===== config.mk =====
export PLATFORM = sky130hd
export DESIGN_NAME = sar_track_timer
export DESIGN_NICKNAME = d
export VERILOG_FILES = /design/src/rtl/sar_pkg.sv /design/src/rtl/sat_counter.sv /design/src/rtl/sar_track_timer.sv
export SDC_FILE = /design/constraint.sdc
export NUM_CORES = 1
export LEC_CHECK = 0
export CAP_MARGIN = 20
export CORE_MARGIN = 5
export CORE_UTILIZATION = 46
export CTS_CLUSTER_DIAMETER = 60
export CTS_CLUSTER_SIZE = 28
export DETAILED_ROUTE_END_ITERATION = 16
export PLACE_DENSITY = 0.68
export SLEW_MARGIN = 20
export SYNTH_ARGS = -nofsm -noshare
export SYNTH_HDL_FRONTEND = slang
export SYNTH_HIERARCHICAL = 1
export SYNTH_SLANG_ARGS = --single-unit

===== constraint.sdc =====
create_clock -name ClockT -period 6.8 [get_ports ClockT]
set_input_delay 0.68 -clock ClockT [delete_from_list [all_inputs] [get_ports ClockT]]
set_output_delay 0.68 -clock ClockT [all_outputs]
set_load 0.005 [all_outputs]

===== src/rtl/sar_pkg.sv =====
// Shared types for the SAR/tracking controller: FSM state encoding and Mode field values.
package sar_pkg;

  typedef enum logic [2:0] {
    S_IDLE   = 3'd0,
    S_SETTLE = 3'd1,
    S_DECIDE = 3'd2,
    S_DONE   = 3'd3,
    S_TRACK  = 3'd4
  } sar_state_e;

  localparam logic [1:0] MODE_HOLD  = 2'b00;
  localparam logic [1:0] MODE_ONE   = 2'b01;
  localparam logic [1:0] MODE_TRACK = 2'b10;
  localparam logic [1:0] MODE_CONT  = 2'b11;

endpackage


===== src/rtl/sat_counter.sv =====
// Up-counter with synchronous clear and enable that sticks at all-ones; sat flags that value.
module sat_counter #(
  parameter int W = 4
) (
  input  logic         clk,
  input  logic         rst_n,
  input  logic         clr,
  input  logic         en,
  output logic [W-1:0] count,
  output logic         sat
);

  logic [W-1:0] count_d;
  logic [W-1:0] count_q;

  assign sat   = (count_q == {W{1'b1}});
  assign count = count_q;

  always_comb begin
    count_d = count_q;
    if (clr) begin
      count_d = '0;
    end else if (en && !sat) begin
      count_d = count_q + 1'b1;
    end
  end

  always_ff @(posedge clk) begin
    if (!rst_n) begin
      count_q <= '0;
    end else begin
      count_q <= count_d;
    end
  end

endmodule


===== src/rtl/sar_track_timer.sv =====
// SAR / tracking ADC controller with conversion timer. Ready is a one-cycle valid strobe with
// no back-pressure: DataOut, TimerOut and Overflow are stable whenever Ready is high.
module sar_track_timer
  import sar_pkg::*;
#(
  parameter int WIDTH  = 8,
  parameter int SETTLE = 1,
  parameter int TMR_W  = 6
) (
  input  logic             ClockT,
  input  logic             ResetN,
  input  logic             Start,
  input  logic [1:0]       Mode,
  input  logic             CmpIn,
  input  logic             Inc,
  input  logic             Dcr,
  output logic [WIDTH-1:0] DacCode,
  output logic [WIDTH-1:0] DataOut,
  output logic             Ready,
  output logic             Busy,
  output logic [TMR_W-1:0] TimerOut,
  output logic             Overflow
);

  localparam int BIT_W = $clog2(WIDTH);
  localparam int SET_W = $clog2(SETTLE + 1);
  localparam logic [WIDTH-1:0] MSB_CODE   = {1'b1, {(WIDTH-1){1'b0}}};
  localparam logic [WIDTH-1:0] MAX_CODE   = {WIDTH{1'b1}};
  localparam logic [BIT_W-1:0] TOP_BIT    = BIT_W'(WIDTH - 1);
  localparam logic [SET_W-1:0] SETTLE_END = SET_W'(SETTLE - 1);

  sar_state_e       state_d, state_q;
  logic [WIDTH-1:0] dac_d, dac_q;
  logic [WIDTH-1:0] data_d, data_q;
  logic             ready_d, ready_q;
  logic [TMR_W-1:0] tmr_out_d, tmr_out_q;
  logic             ovf_d, ovf_q;
  logic [BIT_W-1:0] bit_d, bit_q;

  logic             tmr_en;
  logic [TMR_W-1:0] tmr_cnt;
  logic             tmr_sat;
  logic             settle_en;
  logic [SET_W-1:0] settle_cnt;
  logic             settle_sat;
  logic             settle_done;
  logic             sar_start;
  logic             abort;

  assign tmr_en    = (state_q == S_SETTLE) || (state_q == S_DECIDE);
  assign settle_en = (state_q == S_SETTLE);
  // The saturation flag is only a backstop; the count always reaches SETTLE_END first.
  assign settle_done = (settle_cnt == SETTLE_END) || settle_sat;

  sat_counter #(.W(TMR_W)) u_timer (
    .clk   (ClockT),
    .rst_n (ResetN),
    .clr   (!tmr_en),
    .en    (tmr_en),
    .count (tmr_cnt),
    .sat   (tmr_sat)
  );

  sat_counter #(.W(SET_W)) u_settle (
    .clk   (ClockT),
    .rst_n (ResetN),
    .clr   (!settle_en),
    .en    (settle_en),
    .count (settle_cnt),
    .sat   (settle_sat)
  );

  always_comb begin
    state_d   = state_q;
    dac_d     = dac_q;
    data_d    = data_q;
    ready_d   = 1'b0;
    tmr_out_d = tmr_out_q;
    ovf_d     = ovf_q;
    bit_d     = bit_q;
    sar_start = 1'b0;
    // Hold always aborts; switching between tracking and SAR families aborts too.
    abort = (Mode == MODE_HOLD) ||
            ((state_q == S_TRACK) ? (Mode != MODE_TRACK) : (Mode == MODE_TRACK));

    case (state_q)
      S_IDLE: begin
        if (Start) begin
          if (Mode == MODE_TRACK) begin
            state_d = S_TRACK;
            dac_d   = data_q;
          end else if (Mode != MODE_HOLD) begin
            sar_start = 1'b1;
          end
        end
      end
      S_SETTLE: begin
        if (settle_done) state_d = S_DECIDE;
      end
      S_DECIDE: begin
        if (!CmpIn) dac_d[bit_q] = 1'b0;
        if (bit_q != '0) begin
          dac_d[bit_q - 1'b1] = 1'b1;
          bit_d   = bit_q - 1'b1;
          state_d = S_SETTLE;
        end else begin
          state_d = S_DONE;
        end
      end
      S_DONE: begin
        data_d    = dac_q;
        ready_d   = 1'b1;
        tmr_out_d = tmr_cnt;
        ovf_d     = tmr_sat;
        if (Mode == MODE_CONT) sar_start = 1'b1;
        else state_d = S_IDLE;
      end
      S_TRACK: begin
        if (Inc && !Dcr && (dac_q != MAX_CODE)) begin
          dac_d   = dac_q + 1'b1;
          data_d  = dac_q + 1'b1;
          ready_d = 1'b1;
        end else if (Dcr && !Inc && (dac_q != '0)) begin
          dac_d   = dac_q - 1'b1;
          data_d  = dac_q - 1'b1;
          ready_d = 1'b1;
        end
      end
      default: state_d = S_IDLE;
    endcase

    if (sar_start) begin
      state_d = S_SETTLE;
      dac_d   = MSB_CODE;
      bit_d   = TOP_BIT;
    end

    if ((state_q != S_IDLE) && abort) begin
      state_d   = S_IDLE;
      dac_d     = '0;
      data_d    = data_q;
      ready_d   = 1'b0;
      tmr_out_d = tmr_out_q;
      ovf_d     = ovf_q;
      bit_d     = bit_q;
    end
  end

  always_ff @(posedge ClockT) begin
    if (!ResetN) begin
      state_q   <= S_IDLE;
      dac_q     <= '0;
      data_q    <= '0;
      ready_q   <= 1'b0;
      tmr_out_q <= '0;
      ovf_q     <= 1'b0;
      bit_q     <= '0;
    end else begin
      state_q   <= state_d;
      dac_q     <= dac_d;
      data_q    <= data_d;
      ready_q   <= ready_d;
      tmr_out_q <= tmr_out_d;
      ovf_q     <= ovf_d;
      bit_q     <= bit_d;
    end
  end

  assign DacCode  = dac_q;
  assign DataOut  = data_q;
  assign Ready    = ready_q;
  assign Busy     = (state_q != S_IDLE);
  assign TimerOut = tmr_out_q;
  assign Overflow = ovf_q;

endmodule


== Word-level counts from Yosys, hierarchy flattened ==
Cells that the tools add are included.
Word-level totals
  flip-flop bits (word level): 36
  output and inout bits: 25
  logic and storage cells: 108
Cells by class
  add/subtract/negate cells: 4
  $lt $le $gt $ge: 4
  equality and inequality tests: 18
  mux-type cells: 32
  bitwise gates (word level): 6
  reductions and logical operators: 34
Operators by type and width (count)
  $mux W8: 8
  $pmux W8 S3: 1
  $mux W3: 6
  $pmux W8 S2: 1
  $reduce_and A4 Y1: 4
  $pmux W3 S5: 1
  $mux W1: 10
  $ne A2 B2 Y1 const B: 5
  $ne A3 B3 Y1 const B: 3
  $reduce_bool A3 Y1: 3
  $add A8 B1 Y8 const B: 1
  $and A8 B8 Y8: 1
  $logic_and A1 B1 Y1: 8
  $lt A3 B4 Y1 const B: 2
  $ne A8 B8 Y1 const B: 1
  $not A8 Y8: 1
  $or A8 B8 Y8: 1
  $reduce_bool A2 Y1: 4
  $reduce_bool A8 Y1: 1
  $sub A8 B1 Y8 const B: 1
  $add A6 B1 Y6 const B: 1
  $demux W1 S3: 2
  $eq A3 B2 Y1 const B: 2
  $eq A6 B6 Y1 const B: 1
  19 further kinds: 29

== Longest topological paths before layout ==
  word-level depth: 12
  gate-level depth with buffers: 9

== By module ==
The synthesis kept the hierarchy.
By module, submodules not included
  sar_track_timer: times used 1, cells each 273, area an instance 2214.6 µm²
  sat_counter at u_timer: times used 1, cells each 33, area an instance 301.5 µm²
  sat_counter at u_settle: times used 1, cells each 4, area an instance 43.8 µm²

== Least setup slack after synthesis ==
OpenSTA, ideal clock, no wires.
  path kind: input to register
  start: in Inc
  end: reg data_q[7], in the netlist DataOut[7]
  arrival: 2480 ps
  data required time: 6674 ps
  slack: 4194 ps
  stages on the path: 8
  buffers on the path: 0
  cell sequence: nor2b_1 > o21ai_2 > ha_1 > a211oi_1 > nor2_1 > a221oi_1 > mux2i_1 > a31oi_1
Between the ends
  word-level cells in the longest chain between the ends: 5
  elaborated cells between the ends (all ways): 9
RTL lines
  start, declared: line sar_track_timer.sv:15  | input logic Inc,
  $logic_not A1 Y1: line sar_track_timer.sv:123  | end else if (Dcr && !Inc && (dac_q != '0)) begin
  $logic_and A1 B1 Y1 (2 in a row): line sar_track_timer.sv:123
  $ne A3 B1 Y1 (no source line)
  $reduce_and A3 Y1 (no source line)
  end signal, assigned: line sar_track_timer.sv:161  | data_q <= data_d;
  end, declared: line sar_track_timer.sv:34  | logic [WIDTH-1:0] data_d, data_q;
Parallel ways exist; a longest one is shown, timed or not.
A chain may end at the register's enable or synchronous reset.

== Worst setup path in the final report ==
Same ends and word-level chain as after synthesis.

==> impl_metrics.sql <==
INSERT INTO impl_metrics (metric_group, metric, value, unit) VALUES
('timing', 'clock_skew', '0.00712', 'ns'),
('critical_path', 'worst-endpoint-required', '6.96', 'ns'),
('cts', 'clkTransAtPathRegs', '0.08', 'ns'),
('synthesis', 'synth.distinct_cells', '70', ''),
('synthesis', 'synth-seq-cells', '37', ''),
('critical_path', 'critical_path_class', 'in2reg', ''),
('global_routing', 'global_route.usage.met3', '0.0451', ''),
('global_routing', 'maximum_number_of_pins_on_one_net_before_global_route_repair', '19', ''),
('synthesis', 'synth_edf_count', '0', ''),
('timing', 'clock.fmax', '321', 'MHz'),
('cts', 'cts_resized', '0', ''),
('synthesis', 'synthesis.area', '0.00256', 'sq mm'),
('drt', 'routed-via-count', '2387', ''),
('die', 'core', '0.00547', 'sq mm'),
('global_routing', 'groute.layer.met2.usage', '0.281', ''),
('timing', 'setup_violations', '0', ''),
('cts', 'clock_sink_count', '37', ''),
('drt', 'drt_iter0_drc', '104', ''),
('synthesis', 'synth.avg_cell_area', '8.26', 'sq um'),
('finish', 'fill_count', '536', ''),
('global_routing', 'wire_length_of_the_first_global_routing_pass', '10700', 'um'),
('run', 'timing.max_cap.violations', '0', ''),
('global_routing', 'antenna_found_initial', '0', ''),
('timing', 'slew-limit-headroom', '0.468', ''),
('critical_path', 'setup.worst_path.start_class', 'input pin', ''),
('placed_design', 'io_buffers', '32', ''),
('drt', 'drtAntennaViolNets', '0', ''),
('synthesis', 'post_synth_top_flop', 'sky130_fd_sc_hd__dfxtp_1', ''),
('power', 'p_leak', '1.08', 'nW'),
('min_path', 'holdCritStartpoint', 'TimerOut[0]$_SDFFE_PN0P_', ''),
('critical_path', 'regToRegStartpoint', 'DacCode[1]$_SDFFE_PP0P_', ''),
('synthesis', 'synth.cells.most_frequent', '37 x sky130_fd_sc_hd__dfxtp_1, 30 x sky130_fd_sc_hd__nand2_1, 26 x sky130_fd_sc_hd__nor2_1, 23 x sky130_fd_sc_hd__a21oi_1, 14 x sky130_fd_sc_hd__inv_1', ''),
('drt', 'drt_drc_violations_left', '0', ''),
('drt', 'detail_route.wl_per_cell', '15.6', 'um'),
('finish', 'n_antenna_cell', '0', ''),
('global_routing', 'gr-total-overflow', '0', ''),
('synthesis', 'synth_most_common_cell', 'sky130_fd_sc_hd__dfxtp_1', ''),
('timing', 'slew_viol_final', '0', ''),
('cts', 'clk_latency', '0.29', 'ns'),
('synthesis', 'xor_xnor_share_of_the_synthesized_area', '0.00342', ''),
('placed_design', 'place_congestion', '0.903', ''),
('synthesis', 'seq_area_frac_synth', '0.289', ''),
('finish', 'synthToLayoutAreaGrowth', '17.8', '%'),
('drt', 'post_drt_via_cell_ratio', '5.84', ''),
('timing', 'min_period_over_period', '0.459', ''),
('timing', 'fin_setup_tns', '0', 'ns'),
('cts', 'cts_hold_buf', '0', ''),
('cts', 'clock_tree.root_cell', 'sky130_fd_sc_hd__clkbuf_8', ''),
('drt', 'first_pass_iteration_count_of_the_detailed_router', '4', ''),
('outcome', 'status', 'finished clean', ''),
('synthesis', 'dominant_cell_type_by_area_after_synthesis', 'sky130_fd_sc_hd__dfxtp_1', ''),
('cts', 'cts_made_buffers', '5', ''),
('cts', 'htree_num_levels', '2', ''),
('synthesis', 'syn_inst', '310', ''),
('global_routing', 'first_global_vias', '2081', ''),
('finish', 'layoutNonFillerInstCount', '409', ''),
('critical_path', 'path_max_fanout', '9', ''),
('min_path', 'holdCritPathClass', 'reg2reg', ''),
('power', 'irDropWorstVdd', '0.000122', 'V'),
('drt', 'detail_route.wirelength', '6400', 'um'),
('synthesis', 'post_synthesis_mux_area_share', '0.0156', ''),
('synthesis', 'post_synth_and_or_nand_nor_area_fraction', '0.275', ''),
('placed_design', 'numPlacedInstances', '401', ''),
('synthesis', 'post-synth-top-area-fraction', '0.289', ''),
('timing', 'grt_setup_unrepaired', 'no', ''),
('synthesis', 'post_synth_main_area_contributors', 'sky130_fd_sc_hd__dfxtp_1 29%, sky130_fd_sc_hd__ha_1 4.9%, sky130_fd_sc_hd__a21oi_1 4.5%', ''),
('timing', 'finalHoldViolCount', '0', ''),
('timing', 'layout_min_cycle_time', '3.12', 'ns'),
('finish', 'drive_gt1_frac', '0.104', ''),
('critical_path', 'critical_path.startpoint', 'Inc', ''),
('placed_design', 'dp.final_hpwl', '4760', 'um');
==> registers in the layout (all words and copies together), names as in the netlist <==
register	flops
TimerOut	6
u_settle/count	1
Overflow	1
bit_q	3
Ready	1
u_timer/count	6
DataOut	8
state_q	3
DacCode	8
==> power breakdown <==
| part | internal [mW] | switching, mW |
|---|---|---|
| registers | 0.225 | 0.0176 |
| logic | 0.0668 | 0.0793 |
| clock network | 0.146 | 0.0828 |
==> critical path: stages <==
cell and delay (ns):
sky130_fd_sc_hd__clkdlybuf4s50_1 0.47, sky130_fd_sc_hd__nor2b_1 0.26, sky130_fd_sc_hd__o21ai_2 0.22, sky130_fd_sc_hd__ha_1 0.35
sky130_fd_sc_hd__a211oi_1 0.36, sky130_fd_sc_hd__nor2_1 0.12, sky130_fd_sc_hd__a221oi_1 0.43, sky130_fd_sc_hd__mux2i_1 0.28
sky130_fd_sc_hd__a31oi_1 0.10
==> cell type report <==
cell class                 instances  area [sq um]  share of cell area
clock buffer                       5          68.8              0.0228
sequential                        37           741               0.246
multi-input combinational        244          1660               0.549
inverter                          15          68.8              0.0228
tap                               72          90.1              0.0299
timing repair buffer              33           328               0.109
clock inverter                     3          65.1              0.0216
==> through the flow <==
step / instance area (sq um) / power [mW] / hold WS (ns) / util / setup WS [ns]
after floorplan: 2560 / 0.351 / 0.453 / - / 4.19
after global placement: 2880 / 0.390 / 0.446 / 0.527 / 3.49
after detailed placement: 2880 / 0.391 / 0.451 / 0.527 / 3.41
after CTS: 3020 / 0.619 / 0.462 / 0.551 / 3.73
after global routing: 3020 / 0.648 / 0.487 / 0.551 / 3.49
final: 3020 / 0.617 / 0.459 / 0.551 / 3.68
==> kinds of logic after synthesis <==
kind of cell	Yosys count
flip-flops	37
multiplexers	4
AND/OR/NAND/NOR	127
AO/OA/AOI/OAI	101
buffers and inverters	29
XOR/XNOR	1
adder cells (fa/ha/maj)	11
==> placed cells by master, fill, tap and decap left out, drive strengths merged, types with 3 or more instances in the layout <==
master	n
nor3	8
nand2	30
o21ai	14
a221oi	5
ha	10
clkdlybuf4s50	32
a21o	7
or3b	3
nor3b	8
nor2	26
dfxtp	37
o311a	3
nand3b	3
nor2b	12
o21bai	3
clkbuf	5
a211oi	13
nand2b	8
or2	4
inv	14
a21oi	24
o21a	4
and2	3
nand4	3
and3	4
mux2i	4
a31oi	10
==> worst paths after layout <==
path	endpoint	slack, ns	cells past startpoint
max	DataOut[7]$_SDFFE_PN0P_	3.68	9
min	TimerOut[0]$_SDFFE_PN0P_	0.46	2
min reg2reg	TimerOut[0]$_SDFFE_PN0P_	0.46	2
max reg2reg	DataOut[7]$_SDFFE_PN0P_	3.77	8
==> layer usage <==
layer	part of all wire	wire length (um)
met5	0	0
met4	0.0088	56
met3	0.059	378
met2	0.46	2910
met1	0.48	3050
(Power assumes the default switching activity.)
==> edit (same settings) <==
Reset style: asynchronous (`ResetN` and `rst_n`), changed in 2 clocked blocks.
--- a/src/rtl/sat_counter.sv
+++ b/src/rtl/sat_counter.sv
@@ -26,5 +26,5 @@
   end
 
-  always_ff @(posedge clk) begin
+  always_ff @(posedge clk or negedge rst_n) begin
     if (!rst_n) begin
       count_q <= '0;
--- a/src/rtl/sar_track_timer.sv
+++ b/src/rtl/sar_track_timer.sv
@@ -147,5 +147,5 @@
   end
 
-  always_ff @(posedge ClockT) begin
+  always_ff @(posedge ClockT or negedge ResetN) begin
     if (!ResetN) begin
       state_q   <= S_IDLE;
Check against the original RTL: differs if ResetN is asserted again (counterexample within 4 cycles, from zero or initial values and one cycle with ResetN low); with ResetN held inactive, the same outputs for 10 cycles.
==> edit against the unedited design <==
- sequential cell count is the same
- via count is 5.9% lower
- wire length shrank 2.3%
- critical path depth up 1
- area after synthesis down 0.54%
- fmax about the same
- hold slack improved by 28 ps
- worst setup slack lost 2.8 ps
- count of clock-buffer cells in the layout grew 1
- cell area shrank 2.0%
- register-to-register slack gained 50 ps
Power is not compared: it rests on default switching activity, and its combinational part moved more than twofold at a synthesized area within 25%.
==> edit: results (changes against the unedited design) <==
Buffers on Ports 32 (unchanged); Worst-Skew Late Latency 290 ps (about the same); worst slew pin tran 965 ps (+167 ps); DP Cell Count 373 (-7.0%); routed length per instance 16.4 um (+4.8%); worst ir drop on vdd 0.199 mV; GRT Total Usage 18.7% (+0.52 points); Commonest cells post-synth dfrtp_1 (37), nand2_1 (25), a21oi_1 (21); cell count after synthesis 285 (-8.1%); Reg2Reg Setup Slack 3820 ps (+50 ps); Hold Worst Slack 486 ps (+27.7 ps); Total Wirelength 6250 um (-2.3%); nets 327 (-7.9%); clk root buf clkbuf_8; sw frac 44.4%; Synth Flop Type dfrtp_1; # diodes 0 (unchanged); global-route wire length before repair 10800 um (+0.71%); clock slew at reported path FFs 80 ps (about the same); DPL Wire Length 4540 um (-4.6%); layout cells sized above 1 10.0% (-0.35 points); synth top area cells dfrtp_1 (36%), ha_1 (4.9%), mux2_2 (4.4%); Worst R2R Start DacCode[2]; initial DRC count 156 (+50%); post-CTS sizing 0 (unchanged); outcome finished clean; pre-CTS setup slack 3410 ps (-1.52 ps); Max-Cap Viols 0 (unchanged); first drt pass iteration count 4 (unchanged); post-CTS setup buffers 0 (unchanged); syn_nets 304 (-7.6%); Ys Warns 6 (unchanged); Clock Skew 9.21 ps (+2.09 ps); HP Class input port to async pin; Reg2Reg Depth 9 (+1); count of cell types in the netlist 62 (-11%); clk buf depth 2 (unchanged); ys async rst share 100% (+100 points); post-synthesis sequential area ratio 36.4% (+7.4 points); CTS H-tree lvls 2 (unchanged); initial antenna violation count 0 (unchanged); vias in the first global route 2210 (+6.2%); reg2reg end DacCode[6]; CTS Buf Count 5 (unchanged); CP Data Arrival Time 3320 ps (+40 ps); global placer's final weighted congestion 1.02 (+13%); DR vias/cell 5.90 (+1.1%); CP max FO 10 (+1); pin count of the biggest net entering global routing 38 (+19)
## edit: worst max-delay path by stage
stage | endpoint | cells past startpoint | startpoint | slack (ps)
after global routing | DacCode[6] | 10 | Inc | 3410
after floorplan | DacCode[6] | 10 | DacCode[7] | 4060
final | DacCode[6] | 10 | Inc | 3680
after detailed placement | DacCode[6] | 10 | Inc | 3410
after global placement | DacCode[6] | 10 | Inc | 3520
after CTS | DacCode[6] | 10 | Inc | 3710
## edit: final cells by class
cell class                      count  area (um^2)
Sequential cell                    37          926
Inverter                           18         80.1
Fill cell                         498         2480
Clock inverter                      2         13.8
Timing Repair Buffer               32          315
Multi-Input combinational cell    214         1450
Clock buffer                        6         82.6
Tap cell                           72         90.1
## edit: worst max-delay path, cell delays in order
cell	delay (ps)
clkdlybuf4s50_1	470
nor2b_1	180
o21ai_1	280
ha_1	440
o21ai_0	160
a21oi_1	90
or4b_2	610
o21ai_0	120
a21oi_1	100
o31ai_1	180
## edit: cells by family (layout without fill, tap and decap cells)
kind of cell	after synthesis	in the layout	share of synthesized area, %
buffers and inverters	34	58	6.78
DFF	37	37	36.4
muxes	12	12	5.21
and+or+nand+nor	105	105	22.2
xor gates and xnor gates	3	3	1.03
adders and majority gates	11	11	5.70
AOI/OAI and AO/OA	83	83	22.7
## edit: power by group through the flow
stage               Sequential [W]  Clock, W  Combinational (W)
global placement          0.000373         0           0.000628
global route              0.000383  0.000178           0.000711
finish                    0.000371  0.000163           0.000632
floorplan                 0.000334         0           0.000464
detailed placement        0.000374         0           0.000631
CTS                       0.000370  0.000168           0.000633
## edit: routing by layer
layer	GRT usage [%]	wire length (um)	up-vias
met3	3.34	281	9
met1	24.8	2870	1081
li1	-	-	1092
met4	8.06	89	0
met2	29.8	3010	65
met5	0	0	-
## edit: metrics by stage
step	area, um^2	total power, W
2_1_floorplan	2550	0.000798
3_3_place_gp	2860	0.00100
3_5_place_dp	2860	0.00101
4_1_cts	2960	0.00117
5_1_grt	2960	0.00127
6_report	2960	0.00117
